`config.mk`:
```
export PLATFORM = sky130hd
export DESIGN_NAME = bin_to_bcd_seq
export DESIGN_NICKNAME = d
export VERILOG_FILES = /design/src/rtl/bin_to_bcd_pkg.sv /design/src/rtl/bin_to_bcd_seq_add3.sv /design/src/rtl/bin_to_bcd_seq.sv
export SDC_FILE = /design/constraint.sdc
export NUM_CORES = 1
export LEC_CHECK = 0
export BUFFER_PORTS_ARGS = -buffer_cell sky130_fd_sc_hd__buf_2
export CAP_MARGIN = 10
export CORE_AREA = 5 5 70 72
export DETAILED_ROUTE_END_ITERATION = 6
export DIE_AREA = 0 0 75 77
export GPL_ROUTABILITY_DRIVEN = 0
export MAX_ROUTING_LAYER = met4
export PLACE_DENSITY = 0.85
export SETUP_SLACK_MARGIN = 0.02
export SKIP_LAST_GASP = 1
export SLEW_MARGIN = 20
export SYNTH_ARGS = -nofsm -noshare
export SYNTH_HDL_FRONTEND = slang
export SYNTH_SLANG_ARGS = --single-unit
```
`constraint.sdc`:
```
create_clock -name clk -period 4 [get_ports clk]
set_input_delay 0.6 -clock clk [delete_from_list [all_inputs] [get_ports clk]]
set_output_delay 0.6 -clock clk [all_outputs]
set_load 0.01 [all_outputs]
```
`src/rtl/bin_to_bcd_pkg.sv`:
```
// Shared types and constants for the sequential binary-to-BCD converter.
// digits_needed() lets an instantiating block size DIGITS from its binary width.
package bin_to_bcd_pkg;

   typedef enum logic [1:0] {
      IDLE,
      SHIFT,
      DONE
   } state_t;

   localparam int BCD_DIGIT_W = 4;

   // ceil(bin_w * log10(2)) in integer arithmetic, log10(2) ~= 0.30103
   function automatic int digits_needed(input int bin_w);
      return (bin_w * 30103 + 99999) / 100000;
   endfunction

endpackage

```
`src/rtl/bin_to_bcd_seq_add3.sv`:
```
// Single-digit shift-and-add-3 corrector: digits of 5..9 get +3 before the next doubling.
module bcd_add3
   import bin_to_bcd_pkg::*;
(
   input  logic [BCD_DIGIT_W-1:0] digit_in,
   output logic [BCD_DIGIT_W-1:0] digit_out
);

   always_comb begin
      digit_out = (digit_in >= 4'd5) ? digit_in + 4'd3 : digit_in;
   end

endmodule

```
`src/rtl/bin_to_bcd_seq.sv`:
```
// Sequential binary-to-BCD converter, one shift-and-add-3 step per clock,
// with valid/ready handshakes on both sides and a held result register.
module bin_to_bcd_seq
   import bin_to_bcd_pkg::*;
#(
   parameter int BIN_W  = 8,
   parameter int DIGITS = 4
) (
   input  logic                          clk,
   input  logic                          rst_n,
   input  logic                          in_valid,
   output logic                          in_ready,
   input  logic [BIN_W-1:0]              bin,
   output logic                          out_valid,
   input  logic                          out_ready,
   output logic [BCD_DIGIT_W*DIGITS-1:0] bcd,
   output logic                          overflow
);

   localparam int CNT_W = $clog2(BIN_W + 1);
   localparam int BCD_W = BCD_DIGIT_W * DIGITS;
   localparam logic [CNT_W-1:0] LAST_CNT = CNT_W'(BIN_W - 1);

   state_t             state_q, state_d;
   logic [BIN_W-1:0]   shreg_q, shreg_d;
   logic [CNT_W-1:0]   cnt_q, cnt_d;
   logic [BCD_W-1:0]   digits_q, digits_d;
   logic [BCD_W-1:0]   bcd_q, bcd_d;
   logic               ovf_q, ovf_d;
   logic               overflow_q, overflow_d;
   logic [BCD_W-1:0]   corr;

   for (genvar i = 0; i < DIGITS; i++) begin : g_add3
      bcd_add3 u_add3 (
         .digit_in  (digits_q[i*BCD_DIGIT_W +: BCD_DIGIT_W]),
         .digit_out (corr[i*BCD_DIGIT_W +: BCD_DIGIT_W])
      );
   end

   always_comb begin
      state_d    = state_q;
      shreg_d    = shreg_q;
      cnt_d      = cnt_q;
      digits_d   = digits_q;
      bcd_d      = bcd_q;
      ovf_d      = ovf_q;
      overflow_d = overflow_q;
      case (state_q)
         IDLE: begin
            if (in_valid) begin
               shreg_d  = bin;
               digits_d = '0;
               ovf_d    = 1'b0;
               cnt_d    = '0;
               state_d  = SHIFT;
            end
         end
         SHIFT: begin
            // A carry out of the top digit means the value no longer fits in DIGITS.
            digits_d = {corr[BCD_W-2:0], shreg_q[BIN_W-1]};
            shreg_d  = shreg_q << 1;
            ovf_d    = ovf_q | corr[BCD_W-1];
            cnt_d    = cnt_q + CNT_W'(1);
            if (cnt_q == LAST_CNT) begin
               state_d    = DONE;
               bcd_d      = digits_d;
               overflow_d = ovf_d;
            end
         end
         DONE: begin
            if (out_ready) begin
               state_d = IDLE;
            end
         end
         default: state_d = IDLE;
      endcase
   end

   always_ff @(posedge clk) begin
      if (!rst_n) begin
         state_q    <= IDLE;
         shreg_q    <= '0;
         cnt_q      <= '0;
         digits_q   <= '0;
         bcd_q      <= '0;
         ovf_q      <= 1'b0;
         overflow_q <= 1'b0;
      end else begin
         state_q    <= state_d;
         shreg_q    <= shreg_d;
         cnt_q      <= cnt_d;
         digits_q   <= digits_d;
         bcd_q      <= bcd_d;
         ovf_q      <= ovf_d;
         overflow_q <= overflow_d;
      end
   end

   assign in_ready  = (state_q == IDLE);
   assign out_valid = (state_q == DONE);
   assign bcd       = bcd_q;
   assign overflow  = overflow_q;

endmodule

```
==> results.md, run 1 <==
- Status: complete, no violations
- Synth unique cells: 38
- Rows: 24
- Crit path cell chain: and2b_1 -> and4b_1 -> buf_4 -> nand2_2 -> o22ai_1
- Maxcap violations: 0
- CTS Hold Bufs: 0
- Synthesized instance count: 257
- Die Wd: 75 um
- # Post-CTS Setup Buffers: 0
- # fillers: 366
- Post-synthesis sequential area ratio: 43.4%
- Most common library cell in the layout ignoring fill and taps: dfxtp_1
- CP Data Arrival Time: 2.59 ns
- Leak: 0.000981 uW
- CTS Buffer Depth: 2
- Flop2flop setup slack: 1.64 ns
- Total Routing Usage GR: 17.3%
- CTS tree: built
- CP top delay family: simple AND/OR/NAND/NOR gates
- Buf/Inv on CP: 1
- Initial Util: 52.3%
- Routed via count: 1859
- Final period util: 59.1%
- RR Endpoint: bcd[2]
- Comb power frac: 5.6%
- Clock sink total: 48
- Routed WL: 4.48 mm
- Die Area: 5780 um2
- Area of the multi-input gates: 1130 um2
- TritonRoute pass-1 iters: 4
- Sequential power share: 55.2%
- Critical path depth in cells: 5
- Layout cells sized above 1: 15.5%
- Slew Limit Headroom: 55.4%
- IO Pins: 31
- Core footprint: 4230 um2
- Max H-tree Level: 2
- Resized cells post-CTS: 0
- Worst Setup EP: bcd[2]
- Syn. warnings: 0
- Fin area: 2470 um2
- ANT cells: 0
- HP Class: flop to flop
- Int Pwr: 693 uW
- Avg WL per Cell: 13.4 um
- Fin util: 58.4%
- Remaining Overflow, GRT: 0
- Vias in the first global route: 1729
- NetSw: 206 uW
- CTS Buf Count: 5
- RSZ-0062 raised after global routing: no
- Largest net degree at the start of global routing: 42
- Worst-path clk slew: 0.09 ns
- Final net count: 303
- Die H: 77 um
- ANT nets after route: 0
- First-pass GRT wire length: 7.78 mm
- Setup violations, final: 0
- Final critical-path required period: 2.36 ns
- Worst path slowest cell: dfxtp_1
- Crit path required time: 4.23 ns
- Switching part of the total: 22.9%
- Worst Setup End Kind: flop
- Worst Max-Slew Pin Slew: 0.669 ns
- Worst reg-to-reg path cell count: 5
- Avg Vias per Cell: 5.55
- DRC: 0
- Pwr dens: 363 nW/um2
- Worst VDD drop: 0.000251 V
- F_max: 423 MHz
- Final Hold Viols: 0
- Synth Register Bits: 48
- IO Port Bufs: 30
- Worst setup path category: flop to flop
- Syn-to-layout area delta: 11.6%
- Max-slew violations: 0
- HPWL reported at the end of detailed placement: 3.06 mm
- Avg Cell Area, Syn: 8.61 um2
- FF/Latch Area: 961 um2
- CP Max Fanout: 23
- Critical path launch point type: flop
- Crit path launch: state_q[0]
- Setup TNS: 0 ns
- 1st-iter DRT viols: 125
- RR Startpoint: state_q[0]
- Pwr Total: 898 uW
- Clock share of power: 39.2%
- Skew final: 0.00765 ns
- Slowest stage delay, CP: 0.76 ns
- Netlist Area Pre-Place: 2210 um2
- Clk_lat worst skew: 0.30 ns
- Commonest non-fill, non-tap cells in the layout: dfxtp_1 (48), o21ai_0 (33), buf_2 (30)
- Syn nets: 278
- Placed cell areas: 2360 um2
- Clk root buf: clkbuf_8
- Antenna violations before repair: 0
## metrics by stage
step	setup slack, ns	std cells	hold slack, ns
floorplan	2.47	257	0.430
detailed placement	1.65	327	0.450
CTS	1.63	335	0.467
global placement	1.73	327	0.448
global route	1.36	335	0.496
finish	1.64	335	0.466
## flip-flops by register name, indices dropped and copies added (netlist names)
| signal | count |
|---|---|
| digits_q | 16 |
| overflow | 1 |
| cnt_q | 4 |
| shreg_q | 8 |
| ovf_q | 1 |
| bcd | 16 |
| state_q | 2 |
## worst min-delay path by stage
stage               depth (start not counted)    start       end
global route                                2  bcd[10]   bcd[10]
finish                                      2    ovf_q  overflow
floorplan                                   2    ovf_q  overflow
detailed placement                          2    ovf_q  overflow
CTS                                         2    ovf_q  overflow
global placement                            2    ovf_q  overflow
## power by group through the flow
stage / Sequential (uW) / Clock [uW] / Combinational (uW)
6_report: 496 / 352 / 50.4
5_1_grt: 498 / 378 / 57.7
4_1_cts: 496 / 355 / 50.8
3_5_place_dp: 507 / 0 / 50.3
3_3_place_gp: 507 / 0 / 48.9
2_1_floorplan: 502 / 0 / 40.8
## routing by layer
metal | global-route usage, % | vias up | wire (um)
li1 | - | 956 | -
met1 | 22.2 | 869 | 2130
met2 | 27.3 | 28 | 2160
met3 | 2.75 | 6 | 130
met4 | 5.87 | 0 | 65
met5 | - | - | 0
## area by class of cell
cell class / instances / share of cell area, %
Inverter: 12 / 1.82
Multi-Input combinational cell: 184 / 45.8
Timing Repair Buffer: 31 / 6.38
Tap cell: 52 / 2.63
Clock buffer: 5 / 2.78
Clock inverter: 3 / 1.72
Sequential cell: 48 / 38.9
## worst reg2reg max path: stages (launching register included)
cell	delay (ns)
dfxtp_1	0.76
and2b_1	0.43
and4b_1	0.44
buf_4	0.30
nand2_2	0.16
o22ai_1	0.22
## synth_stat cells
cell type	n	area, um2
nor3_1	6	30.0
nand3_1	6	30.0
dfxtp_1	48	961
o21bai_1	1	7.51
o21ai_0	33	165
nand3b_1	2	15.0
clkbuf_1	5	18.8
buf_1	1	3.75
xnor2_1	4	35.0
nor2_1	7	26.3
a31oi_1	1	6.26
and3_1	1	6.26
and4b_1	1	10.0
o31ai_1	5	37.5
or3_1	1	6.26
o22ai_1	8	50.1
nand2_1	26	97.6
buf_6	3	33.8
nand2b_1	11	68.8
nor3b_1	8	60.1
nand4b_1	1	8.76
o21a_1	1	7.51
and2_1	1	6.26
buf_2	4	20.0
clkinv_1	1	3.75
mux2_2	4	45.0
o211a_1	5	50.1
inv_1	11	41.3
nor2b_1	4	25.0
and2b_1	1	7.51
a21boi_0	5	37.5
nand2_2	1	6.26
a22oi_1	2	15.0
ha_1	9	113
mux2i_1	1	10.0
o311ai_0	1	8.76
o221ai_1	1	8.76
a21oi_1	26	130
## kinds of logic after synthesis
group | count (synthesis) | share of synthesized area, %
compound gates | 89 | 23.7
xor+xnor | 4 | 1.58
fa+ha+maj | 9 | 5.09
buf+inv | 25 | 5.48
flops | 48 | 43.4
mux | 5 | 2.49
simple gates | 77 | 18.3
No activity file was read; power rests on OpenSTA's default activity.
==> inputs of run 2 (changes only) <==
--- a/config.mk
+++ b/config.mk
@@ -5,11 +5,12 @@
 export SDC_FILE = /design/constraint.sdc
 export NUM_CORES = 1
 export LEC_CHECK = 0
+export ABC_AREA = 1
 export BUFFER_PORTS_ARGS = -buffer_cell sky130_fd_sc_hd__buf_2
 export CAP_MARGIN = 10
-export CORE_AREA = 5 5 70 72
+export CORE_AREA = 5 5 72 74
 export DETAILED_ROUTE_END_ITERATION = 6
-export DIE_AREA = 0 0 75 77
+export DIE_AREA = 0 0 77 79
 export GPL_ROUTABILITY_DRIVEN = 0
 export MAX_ROUTING_LAYER = met4
 export PLACE_DENSITY = 0.85
==> constraint.sdc (replaced) <==
create_clock -name clk -period 2.2 [get_ports clk]
set_input_delay 0.33 -clock clk [delete_from_list [all_inputs] [get_ports clk]]
set_output_delay 0.33 -clock clk [all_outputs]
set_load 0.01 [all_outputs]
==> results.md, run 2 <==
- IO Port Bufs: 30 (unchanged)
- ANT nets after route: 0 (unchanged)
- IO Pins: 31 (unchanged)
- Avg WL per Cell: 11.2 um (-16%)
- Syn. warnings: 0 (unchanged)
- Routed via count: 2200 (+18%)
- First-pass GRT wire length: 8.75 mm (+13%)
- Avg Vias per Cell: 5.03 (-9.3%)
- Largest net degree at the start of global routing: 30 (-29%)
- Met2 WL post-DR: 2.38 mm (+10%)
- Max H-tree Level: 2 (unchanged)
- Remaining Overflow, GRT: 0 (unchanged)
- Leak: 0.00126 uW (+29%)
- Met1 Wirelength: 2.19 mm (+3.2%)
- CTS Buf Count: 5 (unchanged)
- Maxcap violations: 0 (unchanged)
- Avg Cell Area, Syn: 6.69 um2 (-22%)
- Synth unique cells: 22 (-42%)
- Synth top cells by count: nand2_1 (126), dfxtp_1 (48), inv_1 (40)
- Final period util: 75.9% (+17 points)
- Uppermost layer routed: met4
- Final Hold Viols: 0 (unchanged)
- Status: complete, no violations
- Core footprint: 4540 um2 (+7.1%)
- Commonest non-fill, non-tap cells in the layout: nand2_1 (126), dfxtp_1 (48), inv_1 (40)
- Synth Register Bits: 48 (unchanged)
- CP Max Fanout: 20 (-13%)
- Clk_lat worst skew: 0.30 ns (about the same)
- Antenna violations before repair: 0 (unchanged)
- DRC: 0 (unchanged)
- Skew final: 0.00784 ns (+0.000185 ns)
- Worst reg-to-reg path cell count: 8 (+3)
- Worst Setup End Kind: flop
- Number of synthesized flops with an enable pin: 0 (unchanged)
- Synthesized instance count: 354 (+38%)
- Post-synthesis sequential area ratio: 40.6% (-2.8 points)
- CTS tree: built
- # Post-CTS Setup Buffers: 0 (unchanged)
- Top post-synthesis cells by area: dfxtp_1 (41%), nand2_1 (20%), a21oi_1 (6.6%), inv_1 (6.3%), nand3_1 (5.5%)
- Fin area: 2660 um2 (+7.8%)
- Final net count: 403 (+33%)
- Placed cell areas: 2540 um2 (+7.5%)
- RSZ-0062 raised after global routing: no
- Rows: 25 (+4.2%)
- DR WL met3: 266 um (+100%)
- ANT cells: 0 (unchanged)
- FF/Latch Area: 961 um2 (unchanged)
- Routed WL: 4.91 mm (+9.7%)
- Most common library cell in the layout ignoring fill and taps: nand2_1
- Total Routing Usage GR: 17.7% (+0.39 points)
- Die H: 79 um (+2.6%)
- Asr flop ratio synth: 0% (unchanged)
- HPWL reported at the end of detailed placement: 3.44 mm (+12%)
- Clock sink total: 48 (unchanged)
- Most frequent cell after synthesis: nand2_1
- Clk root buf: clkbuf_8
- Max-slew violations: 0 (unchanged)
- Pwr dens: 630 nW/um2 (+73%)
- CP Data Arrival Time: 1.92 ns (-0.67 ns)
- Ys flop type: dfxtp_1
- Layout cells sized above 1: 12.8% (-2.8 points)
- Vias in the first global route: 2057 (+19%)
- Worst Max-Slew Pin Slew: 0.434 ns (-0.235 ns)
- Resized cells post-CTS: 0 (unchanged)
- 1st-iter DRT viols: 117 (-6.4%)
- TritonRoute pass-1 iters: 4 (unchanged)
- Final critical-path required period: 1.67 ns (-0.696 ns)
- # fillers: 430 (+17%)
- Netlist Area Pre-Place: 2370 um2 (+7.0%)
- Setup violations, final: 0 (unchanged)
- Worst VDD drop: 0.000363 V (+45%)
- Worst setup path category: flop to flop
- Syn nets: 375 (+35%)
- Area share of the largest cell type after synthesis: 40.6% (-2.8 points)
- Initial Util: 52.2% (-0.082 points)
- Critical path launch point type: flop
- Die Wd: 77 um (+2.7%)
- Worst-path clk slew: 0.08 ns (about the same)
- Area leader, netlist: dfxtp_1
- Slew Limit Headroom: 71.1% (+16 points)
- Die Area: 6080 um2 (+5.3%)
- Syn-to-layout area delta: 12.5%
- Setup TNS: 0 ns (unchanged)
- HP Class: input pin to flop
- CTS Buffer Depth: 2 (unchanged)
- F_max: 599 MHz (+42%)
- CTS Hold Bufs: 0 (unchanged)
- Area of the multi-input gates: 1150 um2 (+2.1%)
- Crit path required time: 2.45 ns (-1.78 ns)
- WHS Path Cells: 3 (+1)
==> run 2: area by class of cell <==
type | instances | share of cell area, %
Multi-Input combinational cell | 250 | 43.4
Sequential cell | 48 | 36.1
Timing Repair Buffer | 34 | 7.23
Inverter | 43 | 6.06
Clock buffer | 7 | 3.62
Tap cell | 54 | 2.54
Clock inverter | 1 | 1.13
==> run 2: final timing paths <==
path	end	from	slack, ns
worst max-delay path	bcd[8]	cnt_q[0]	0.53
worst min-delay path	shreg_q[0]	bin[0]	0.28
worst max register to register	bcd[8]	cnt_q[0]	0.53
worst min register to register	bcd[0]	bcd[0]	0.46
==> run 2: report_power, final <==
| group | leakage [uW] | internal (uW) | total, uW | switching [uW] |
|---|---|---|---|---|
| Sequential | 0.000388 | 882 | 891 | 9.45 |
| Clock | 0.0000645 | 401 | 688 | 287 |
| Combinational | 0.000809 | 33.4 | 99.8 | 66.4 |
| Total | 0.00126 | 1320 | 1680 | 363 |
==> run 2: worst max-delay path: stages, from the launching register on <==
cell and delay, ns:
dfxtp_1 0.37, ha_1 0.20, nand3_1 0.12, nor2_2 0.37, buf_4 0.31, nor2_1 0.07
nor2_1 0.09, nand2_1 0.06, inv_1 0.04
==> run 2: layer usage <==
layer | up-vias | global-route usage (%)
met4 | 0 | 6.36
li1 | 1172 | -
met3 | 9 | 4.54
met2 | 52 | 30.1
met5 | - | -
met1 | 967 | 20.2
==> run 2: per-stage QoR <==
step	utilization [%]	total power [uW]	std cells	hold slack [ns]	worst slack, ns
after floorplan	-	984	354	0.442	0.936
after global placement	55.9	1010	429	0.452	0.617
after detailed placement	55.9	1010	429	0.455	0.557
after CTS	58.7	1700	437	0.271	0.535
after global routing	58.7	1750	437	0.288	0.291
final	58.7	1680	437	0.275	0.531
==> run 2: logic make-up after synthesis <==
| logic type | after synthesis | share of synthesized area (%) |
|---|---|---|
| AND/OR/NAND/NOR | 194 | 33.5 |
| buffers and inverters | 56 | 10.6 |
| flip-flops | 48 | 40.6 |
| AO/OA/AOI/OAI | 46 | 10.1 |
| adder cells (fa/ha/maj) | 9 | 4.76 |
| multiplexers | 1 | 0.423 |
==> inputs of run 3 (changes only) <==
--- a/config.mk
+++ b/config.mk
@@ -8,12 +8,12 @@
 export ABC_AREA = 1
 export BUFFER_PORTS_ARGS = -buffer_cell sky130_fd_sc_hd__buf_2
 export CAP_MARGIN = 10
-export CORE_AREA = 5 5 72 74
+export CORE_AREA = 5 5 75 77
 export DETAILED_ROUTE_END_ITERATION = 6
-export DIE_AREA = 0 0 77 79
+export DIE_AREA = 0 0 80 82
 export GPL_ROUTABILITY_DRIVEN = 0
 export MAX_ROUTING_LAYER = met4
-export PLACE_DENSITY = 0.85
+export PLACE_DENSITY = 0.82
 export SETUP_SLACK_MARGIN = 0.02
 export SKIP_LAST_GASP = 1
 export SLEW_MARGIN = 20
==> constraint.sdc (replaced) <==
create_clock -name clk -period 1.5 [get_ports clk]
set_input_delay 0.225 -clock clk [delete_from_list [all_inputs] [get_ports clk]]
set_output_delay 0.225 -clock clk [all_outputs]
set_load 0.01 [all_outputs]
==> results.md, run 3 (synthesis gave the netlist of run 2 again) <==
- Most common library cell in the layout ignoring fill and taps: nand2_1
- TritonRoute pass-1 iters: 4 (unchanged)
- Fin area: 2740 um2 (+2.9%)
- Worst-path clk slew: 0.08 ns (about the same)
- Setup TNS: 0 ns (unchanged)
- CTS Buf Count: 5 (unchanged)
- Global route hottest layer: met2
- Avg WL per Cell: 10.9 um (-3.4%)
- Clk root buf: clkbuf_8
- Met2 Use GR: 28.8% (-1.2 points)
- Worst VDD drop: 0.000682 V (+88%)
- RR Startpoint: digits_q[9]
- Syn-to-layout area delta: 15.8%
- Core footprint: 4940 um2 (+9.0%)
- Pwr dens: 834 nW/um2 (+32%)
- HP Start: bin[0]
- Switching part of the total: 22.9% (+1.3 points)
- Critical path launch point type: flop
- F_max: 748 MHz (+25%)
- Skew final: 0.00567 ns (-0.00217 ns)
- Crit path launch: digits_q[9]
- Rows: 26 (+4.0%)
- WHS Path Cells: 3 (unchanged)
- Slew Limit Headroom: 75.1% (+4.0 points)
- Flop2flop setup slack: 0.16 ns (-0.37 ns)
- Max-slew violations: 0 (unchanged)
- Worst Setup End Kind: flop
- ANT cells: 0 (unchanged)
- IO Pins: 31 (unchanged)
- Placed instance count: 451 (+5.1%)
- Maxcap violations: 0 (unchanged)
- Resized cells post-CTS: 0 (unchanged)
- Routed via count: 2206 (+0.27%)
- Worst setup path category: flop to flop
- Clock share of power: 35.7% (-5.3 points)
- Final Hold Viols: 0 (unchanged)
- Antenna violations before repair: 0 (unchanged)
- 1st-iter DRT viols: 106 (-9.4%)
- Layout cells sized above 1: 15.4% (+2.6 points)
- # Post-CTS Setup Buffers: 0 (unchanged)
- Crit path required time: 1.71 ns (-0.74 ns)
- Placed cell areas: 2600 um2 (+2.6%)
- Final net count: 410 (+1.7%)
- Die Wd: 80 um (+3.9%)
- Final period util: 89.1% (+13 points)
- DRC: 0 (unchanged)
- CTS tree: built
- HP Class: input pin to flop
- NetSw: 524 uW (+44%)
- Clock sink total: 48 (unchanged)
- CP Data Arrival Time: 1.55 ns (-0.37 ns)
- IO Port Bufs: 30 (unchanged)
- CP Max Fanout: 5 (-75%)
- Leak: 0.00130 uW (+3.3%)
- Routed WL: 4.99 mm (+1.5%)
- Die Area: 6560 um2 (+7.8%)
- Setup violations, final: 0 (unchanged)
- CTS Hold Bufs: 0 (unchanged)
- Vias in the first global route: 1958 (-4.8%)
- Largest net degree at the start of global routing: 28 (-6.7%)
- Clk_lat worst skew: 0.30 ns (about the same)
- Int Pwr: 1760 uW (+34%)
- Grt met3 use: 4.93% (+0.40 points)
- Comb power frac: 7.1% (+1.2 points)
- CTS Buffer Depth: 2 (unchanged)
- HPWL reported at the end of detailed placement: 3.46 mm (+0.57%)
- Fin util: 55.4% (-3.3 points)
- Worst reg-to-reg path cell count: 10 (+2)
- Sequential power share: 57.2% (+4.1 points)
- Final Instance Count excl. Fillers: 459 (+5.0%)
- Total Routing Usage GR: 17.1% (-0.57 points)
- Avg Vias per Cell: 4.81 (-4.5%)
- RSZ-0062 raised after global routing: yes
- Die H: 82 um (+3.8%)
- Met1 GRT Util: 19.8% (-0.37 points)
- Final critical-path required period: 1.34 ns (-0.333 ns)
- First-pass GRT wire length: 8.61 mm (-1.6%)
- ANT nets after route: 0 (unchanged)
- Fin Hold WS: 0.172 ns (-0.103 ns)
- Commonest non-fill, non-tap cells in the layout: nand2_1 (126), dfxtp_1 (45), inv_1 (40)
- Remaining Overflow, GRT: 0 (unchanged)
- Max H-tree Level: 2 (unchanged)
- Status: complete, no violations
- Worst Max-Slew Pin Slew: 0.373 ns (-0.0606 ns)
- Initial Util: 47.9% (-4.3 points)
[run 3: cell types whose count changed in the layout (fill, tap and decap cells not counted), moves of 2 or more]
cell and change:
dfxtp_2 +3, nor2_4 +2, nand3_2 +2, buf_6 +3
nor2_2 -2, buf_4 +3, dfxtp_1 -3, nand3_1 -2
[run 3: through the flow]
step | setup WS (ns) | power (uW)
floorplan | 0.236 | 1440
global placement | 0.161 | 1490
detailed placement | 0.109 | 1490
CTS | 0.0858 | 2310
global route | 0.0268 | 2400
finish | 0.164 | 2290
[run 3: worst max-delay path: stages (launching register included)]
cell and delay, ns:
dfxtp_1 0.36, inv_1 0.09, ha_1 0.19, inv_1 0.05, nand2_1 0.10, nand3_1 0.16, nand2_1 0.09, nand2_1 0.06
nand2_1 0.05, nand2_1 0.06, inv_1 0.03
[run 3: final cells by class]
class                           count  area [um2]
Clock buffer                        7        96.3
Fill cell                         495        2200
Inverter                           43         161
Multi-Input combinational cell    250        1170
Sequential cell                    48         965
Tap cell                           70        87.6
Timing Repair Buffer               41         256
[run 3: layer usage]
metal	share of wire [%]	up-vias	wire length [um]
met2	47	57	2330
met3	5.5	8	276
met5	0	-	0
li1	-	1190	-
met4	1.3	0	63
met1	46	951	2320
[run 3: power by group through the flow]
stage | Clock, uW | Combinational [uW] | Sequential, uW
final | 817 | 163 | 1310
after global routing | 902 | 183 | 1310
after CTS | 841 | 158 | 1310
after detailed placement | 0 | 157 | 1340
after global placement | 0 | 156 | 1340
after floorplan | 0 | 110 | 1330
[run 3: final timing paths]
check,endpoint
setup / recovery,bcd[10]
hold / removal,shreg_q[0]
setup reg to reg,bcd[10]
hold reg to reg,bcd[3]
